==> src/rtl/noc_pkg.sv <==
// ---------------------------------------------------------------------------
// noc_pkg
// Shared NoC constants and types used by the link arbiter and by the router
// crossbar: flit geometry, tail-field encoding, downstream buffer depth,
// credit counter width and the wormhole lock state type.
// ---------------------------------------------------------------------------
package noc_pkg;

    localparam int FLIT_W   = 20;
    localparam int TAIL_BIT = 19;
    localparam int DEPTH    = 7;
    localparam int CW       = 3;
    localparam int GIDW     = 3;

    // Value of the tail field that marks the last flit of a packet
    localparam logic TAIL_FLIT = 1'b1;

    typedef enum logic {
        ST_IDLE,
        ST_LOCKED
    } lock_state_e;

endpackage

==> src/rtl/rr_arbiter.sv <==
// ---------------------------------------------------------------------------
// rr_arbiter
// Purely combinational round-robin picker. Searches the request vector
// circularly starting one position after i_base and returns the first
// requester found.
// Ports:
//   i_req    N-bit request vector
//   i_base   index of the previous winner (search starts at i_base+1 mod N)
//   o_grant  one-hot grant (all zero when nothing is requested)
//   o_idx    encoded winner index (equals i_base when nothing is requested)
//   o_any    at least one request is present
// ---------------------------------------------------------------------------
module rr_arbiter #(
    parameter int N  = 4,
    parameter int IW = 3
) (
    input  logic [N-1:0]  i_req,
    input  logic [IW-1:0] i_base,
    output logic [N-1:0]  o_grant,
    output logic [IW-1:0] o_idx,
    output logic          o_any
);

    localparam int SW = (N > 1) ? $clog2(N) : 1;

    logic [SW-1:0] w_pos;

    // Offset k = N wraps back to i_base itself, so a requester that is the
    // only one asking (e.g. a locked owner) is still found.
    always_comb begin
        o_grant = '0;
        o_idx   = i_base;
        o_any   = 1'b0;
        w_pos   = '0;
        for (int k = 1; k <= N; k++) begin
            w_pos = SW'((int'(i_base) + k) % N);
            if (!o_any && i_req[w_pos]) begin
                o_grant[w_pos] = 1'b1;
                o_idx          = IW'(w_pos);
                o_any          = 1'b1;
            end
        end
    end

endmodule

==> src/rtl/noc_link_credit_arbiter.sv <==
// ---------------------------------------------------------------------------
// noc_link_credit_arbiter
// Shares one NoC output link between N local requesters using round-robin
// arbitration with a wormhole lock (the grant is held until the owner's tail
// flit goes out) and credit-based flow control toward the downstream buffer.
// Ports:
//   clk           clock, rising edge
//   rst           asynchronous active-low reset
//   i_req_data    flit of requester i at [i*FLIT_W +: FLIT_W]
//   i_req_valid   requester i holds a valid flit
//   o_req_ready   one-hot pop strobe, asserted on send cycles only
//   o_link_data   registered flit to the downstream link
//   o_link_valid  link data valid, one cycle per flit
//   i_ci          credit return pulse from downstream
//   o_credits     current credit count
//   o_grant_id    index of the last/current granted requester
//   o_locked      packet in flight, grant held
//   o_credit_err  sticky credit overflow flag
// ---------------------------------------------------------------------------
module noc_link_credit_arbiter #(
    parameter int N        = 4,
    parameter int FLIT_W   = noc_pkg::FLIT_W,
    parameter int DEPTH    = noc_pkg::DEPTH,
    parameter int CW       = noc_pkg::CW,
    parameter int TAIL_BIT = noc_pkg::TAIL_BIT
) (
    input  logic                  clk,
    input  logic                  rst,
    input  logic [N*FLIT_W-1:0]   i_req_data,
    input  logic [N-1:0]          i_req_valid,
    output logic [N-1:0]          o_req_ready,
    output logic [FLIT_W-1:0]     o_link_data,
    output logic                  o_link_valid,
    input  logic                  i_ci,
    output logic [CW-1:0]         o_credits,
    output logic [2:0]            o_grant_id,
    output logic                  o_locked,
    output logic                  o_credit_err
);

    import noc_pkg::*;

    lock_state_e          r_state;
    logic [CW-1:0]        r_credits;
    logic [GIDW-1:0]      r_grantId;
    logic [FLIT_W-1:0]    r_linkData;
    logic                 r_linkValid;
    logic                 r_creditErr;

    logic [N-1:0]         w_lockMask;
    logic [N-1:0]         w_eligible;
    logic [N-1:0]         w_grant;
    logic [GIDW-1:0]      w_winIdx;
    logic                 w_any;
    logic                 w_send;
    logic [FLIT_W-1:0]    w_selFlit;
    logic                 w_tail;

    // While locked only the owner may win; the arbiter's wrap-around search
    // reaches the owner itself, so no separate path is needed.
    assign w_lockMask = N'(1) << r_grantId;
    assign w_eligible = (r_state == ST_LOCKED) ? (i_req_valid & w_lockMask) : i_req_valid;

    rr_arbiter #(
        .N  (N),
        .IW (GIDW)
    ) u_rrArbiter (
        .i_req   (w_eligible),
        .i_base  (r_grantId),
        .o_grant (w_grant),
        .o_idx   (w_winIdx),
        .o_any   (w_any)
    );

    // Reset gates the pop strobe so upstream sees no pop while rst is held.
    assign w_send      = rst && (r_credits != '0) && w_any;
    assign o_req_ready = w_send ? w_grant : '0;
    assign w_selFlit   = i_req_data[int'(w_winIdx)*FLIT_W +: FLIT_W];
    assign w_tail      = (w_selFlit[TAIL_BIT] == TAIL_FLIT);

    // Output register, round-robin pointer and wormhole lock FSM
    always_ff @(posedge clk or negedge rst) begin
        if (!rst) begin
            r_state     <= ST_IDLE;
            r_grantId   <= GIDW'(N - 1);
            r_linkData  <= '0;
            r_linkValid <= 1'b0;
        end else if (w_send) begin
            r_linkData  <= w_selFlit;
            r_linkValid <= 1'b1;
            r_grantId   <= w_winIdx;
            r_state     <= w_tail ? ST_IDLE : ST_LOCKED;
        end else begin
            r_linkValid <= 1'b0;
        end
    end

    // Credit counter: a send consumes one slot, ci returns one. A return
    // arriving at full credit is dropped and flagged.
    always_ff @(posedge clk or negedge rst) begin
        if (!rst) begin
            r_credits   <= CW'(DEPTH);
            r_creditErr <= 1'b0;
        end else begin
            case ({w_send, i_ci})
                2'b10: r_credits <= r_credits - CW'(1);
                2'b01: begin
                    if (r_credits == CW'(DEPTH)) begin
                        r_creditErr <= 1'b1;
                    end else begin
                        r_credits <= r_credits + CW'(1);
                    end
                end
                default: ;
            endcase
        end
    end

    assign o_link_data  = r_linkData;
    assign o_link_valid = r_linkValid;
    assign o_credits    = r_credits;
    assign o_grant_id   = r_grantId;
    assign o_locked     = (r_state == ST_LOCKED);
    assign o_credit_err = r_creditErr;

endmodule

==> config.mk <==
export PLATFORM = sky130hd
export DESIGN_NAME = noc_link_credit_arbiter
export DESIGN_NICKNAME = d
export VERILOG_FILES = /design/src/rtl/noc_pkg.sv /design/src/rtl/rr_arbiter.sv /design/src/rtl/noc_link_credit_arbiter.sv
export SDC_FILE = /design/constraint.sdc
export NUM_CORES = 1
export LEC_CHECK = 0
export BUFFER_PORTS_ARGS = -buffer_cell sky130_fd_sc_hd__buf_2
export CAP_MARGIN = 20
export CORE_MARGIN = 2
export CORE_UTILIZATION = 31
export CTS_CLUSTER_SIZE = 10
export DETAILED_ROUTE_END_ITERATION = 10
export GPL_TIMING_DRIVEN = 0
export HOLD_SLACK_MARGIN = 0.12
export SKIP_CTS_REPAIR_TIMING = 1
export SLEW_MARGIN = 20
export SYNTH_ARGS = -nofsm -noshare
export SYNTH_HDL_FRONTEND = slang
export SYNTH_SLANG_ARGS = --single-unit
==> constraint.sdc <==
create_clock -name clk -period 3.73 [get_ports clk]
set_input_delay 0.1865 -clock clk [delete_from_list [all_inputs] [get_ports clk]]
set_output_delay 0.1865 -clock clk [all_outputs]
set_load 0.1 [all_outputs]
# After elaboration in Yosys (flattened, before gate mapping)
# Index checks and enable logic that the tools add are counted.
# classes
n_lt_le_gt_ge,8
n_eq_ne,4
n_mul,1
n_mux,34
div_mod_pow,0
bitwise_logic,4
reduce_logical,16
n_shift,2
add_sub_neg,6
# op_table
cell,n
$shiftx 80x9->20,1
$mux 4,6
$mux 3,5
$mux 1,14
$lt 2x3->1 const B,4
$or 4x4->4,3
$logic_and 1x1->1,9
$bmux 1 s2,4
$demux 1 s2,4
$ge 2x1->1 const B,4
$mul 3x3->6 const B,1
$pmux 3 s2,1
$add 2x1->2 const B,2
$add 2x2->2 const B,2
$and 4x4->4,1
$reduce_and 2->1,2
$shl 1x3->4 const A,1
$add 3x1->3 const B,1
$eq 3x3->1 const B,1
$logic_not 1->1,3
$reduce_bool 3->1,1
$sub 3x1->3 const B,1
$eq 2x1->1 const B,1
$eq 2x2->1 const B,1
other kinds (2),2
# totals
wordCells,81
latchBits,0
mem_count,0
romBits,0
regBits,29
ramBits,0

# Logic depth before layout (Yosys ltp)
# logic_depth
ltp_word,19
ltp_mapped,13
depth_no_buf,11

# Hierarchy
# A second synthesis with hierarchy kept.
# unflattened
hier_cells,197
hier_area_um2,2299.7
# modules_own_cells
module,cells_each,instances,seq_area_each_um2,area_each_um2
noc_link_credit_arbiter,142,1,732.0,1840.5
rr_arbiter,55,1,0.0,459.2

# Worst setup path after synthesis
# No wires, ideal clock.
# synth_path
path_type,register -> output
start,"register r_grantId[1], in the netlist o_grant_id[1]"
end,output o_req_ready[0]
n_path_buf,2
arrival_ns,4.790
slack_ns,-1.246
stages_incl_launch_ff,12
cell_sequence,dfstp_2 clkbuf_1 inv_1 ha_1 nor2b_1 o21a_1 buf_2 mux4_2 nor2_1 a22oi_1 or2_2 a21oi_1
# synth_via
elab_chain_cells,17
# synth_lines
element,line,rtl
"start, declared",noc_link_credit_arbiter.sv:45,logic [GIDW-1:0] r_grantId;
"start signal, assigned",noc_link_credit_arbiter.sv:85,r_grantId <= GIDW'(N - 1);
"start signal, assigned",noc_link_credit_arbiter.sv:91,r_grantId <= w_winIdx;
"parallel branches: the longest is 16 deep, another holds $lt 2x3->1",-,
$mux 4 (*),noc_link_credit_arbiter.sv:77,assign o_req_ready = w_send ? w_grant : '0;
"end, declared",noc_link_credit_arbiter.sv:31,"output logic [N-1:0] o_req_ready,"
# Every way passes the cells marked *. The select of a mux whose other input is x is not followed.

# Worst setup path after layout
# layout_path
start,"register r_grantId[1], in the netlist o_grant_id[1]"
end,output o_req_ready[3]
# Same word-level chain as after synthesis.

==> results.toml <==
[logic_synthesis]
ys_seq_area_frac = 0.278
syn_avg_cell_area_um2 = 8.33
async_reset_ff_frac = 1.00
synth_cells = 316
ys_ff_latch = 29
synthSimpleGateAreaFrac = 0.223
synth_xor_area_frac = 0.00666
yosysTopAreaCell = "dfrtp_1"
post-synth-top-area-fraction = 0.228
synthesis.nets = 412
yosys_warnings = 0
synth_top_family_by_area = "simple AND/OR/NAND/NOR gates"
synth-compound-area-share = 0.194
synth_cell_types = 50
ys_top_cells_by_area = "dfrtp_1 (23%), mux2i_1 (17%), nand2_1 (9.3%)"
synthAdderAreaFrac = 0.0456
yosys-mux-area-fraction = 0.193
synth_edf_count = 0
synth_area_um2 = 2630
synth_top_flop_cell = "dfrtp_1"

[critical_path]
path_max_fanout = 9
reg2reg_from = "o_grant_id[1]"
end_kind = "output pin"
worst-endpoint-required_ps = 3540
cp.arrival_ps = 3400
start_kind = "flop"
worstSetupPathType = "reg -> out"
crit_start = "o_grant_id[1]"

[sta]
rsz0062_at_grt = "false"
slew_headroom = 0.536
max_freq_mhz = 279
setup_violations = 0
report.final.slew_viol_count = 0
tightest_slew_ps = 696
finalCritPeriodShare = 0.962
hold_violations = 0
skew_ps = 8.69
min_period_ps = 3590

[worst_hold_path]
hold_path_startpoint = "i_req_data[1]"
hold_path_class = "in -> reg"

[routing]
vias = 2851
ant_nets = 0
drc = 0
drt_iter0_drc = 123
avgRoutedWirePerCell_um = 15.6
finalWirelength_um = 8640
vias_per_cell = 5.15
drt_pass1_iterations = 4

[run]
maxCapViolCount = 0

[cells_and_area]
area.growth.synth_to_final_pct = 38.8
layout_commonest_cell = "buf_2"
nets = 544
antennaDiodeCount = 0
layoutNonFillerInstCount = 554
final_area_um2 = 3650
fin_util = 0.444
mostFrequentLayoutCells = "buf_2 (120), nand2_1 (65), mux2i_1 (44), nor3_1 (43), dfrtp_1 (24)"
layout-drive-gt1-share = 0.392

[floorplan]
die_w_um = 96.1
row_count = 33
io_pins = 120
core_area_um2 = 8220
initial_utilization = 0.320
die_area_um2 = 9240
die_h_um = 96.1

[place]
place_area_um2 = 3420
gp_congestion = 0.844
port_buffers = 118
place_hpwl_um = 6460
place_inst = 539

[clock_tree]
cts_tree = "built"
clock_path_buffers = 2
ctsRootBufferMaster = "clkbuf_8"
path_clk_slew_ps = 70
worstSkewPairLatency_ps = 280
cts_buffers = 5
h-tree-depth = 2
clkSinkCount = 29

[grt]
grtUsageTotal = 0.190
grt_pass1_wl_um = 14000
grt_pass1_vias = 2959
grt_max_degree = 31
antenna_found_initial = 0
gr-total-overflow = 0

[run_status]
status = "finished clean"
-- sequential cells by signal, summed over array words and instances, names as in the netlist --
signal / flops
o_credit_err: 1
o_credits: 3
o_grant_id: 3
o_link_data: 20
o_link_valid: 1
o_locked: 1
-- layer usage --
metal	vias up	wire, um	global-route usage
met5	-	0	0
met4	0	62	0.0429
met3	7	561	0.0392
met2	104	4240	0.332
met1	1319	3780	0.238
li1	1421	-	-
-- worst max-delay path: stages, from the launching register on --
cell	delay (ps)
dfstp_4	660
buf_8	150
clkinvlp_4	100
ha_2	200
nor2b_1	140
o21a_1	160
clkbuf_4	180
mux4_2	590
nor2_4	180
a22oi_1	80
or2_2	310
a21oi_4	150
buf_8	210
-- path summary, 6_finish.rpt --
kind | endpoint | slack (ps) | depth (start not counted)
worst max-delay path | o_req_ready[3] | 140 | 12
worst min-delay path | o_link_data[1] | 210 | 3
worst max register to register | o_link_data[12] | 230 | 13
worst min register to register | o_credit_err | 470 | 1
max in group asynchronous | o_locked | 2790 | 2
min in group asynchronous | o_link_data[16] | 480 | 2
-- area by class of cell --
class	instances	area [um^2]
clock inverters	2	8.76
clock buffers	6	82.6
repair buffers	125	691
multi-input cells	255	1820
well taps	105	131
fillers	840	4570
plain buffers	27	154
inverters	5	22.5
flip-flops and latches	29	739
-- synth_stat cells, types with 2 or more instances --
cell type  number
a21oi_1         8
nor2_1          2
inv_2           2
clkbuf_1       14
dfstp_2         5
or2_2           4
and2_1          2
o21a_1          4
nand2_1        65
mux4_2          3
nand3_1         4
o211ai_1       21
o21ai_1         2
a22oi_1         9
nor3_1         43
ha_1            8
mux2i_1        44
nand4_1         2
inv_1           3
buf_6           2
a2bb2oi_1       2
nor2b_1         3
buf_4           3
o21ai_0         5
buf_2           7
nand2b_1        2
dfrtp_1        24
-- metrics by stage --
stage | setup TNS, ps | worst slack, ps | hold slack, ps
3_3_place_gp | -752 | -197 | 266
3_5_place_dp | -991 | -231 | 272
2_1_floorplan | 0 | 17.9 | -109
6_report | 0 | 144 | 207
4_1_cts | -2360 | -549 | -34.0
5_1_grt | 0 | 12.8 | 230
-- cell families (layout without fill, tap and decap cells) --
group / after synthesis / in the layout
adder cells (fa/ha/maj): 9 / 9
XOR/XNOR: 2 / 2
multiplexers: 47 / 47
AND/OR/NAND/NOR: 130 / 130
AO/OA/AOI/OAI: 67 / 67
flip-flops: 29 / 29
buffers and inverters: 32 / 165
Power is left out: the tool's default activity adds up to more than one toggle a clock period on the data nets, which glitch-free logic cannot reach.
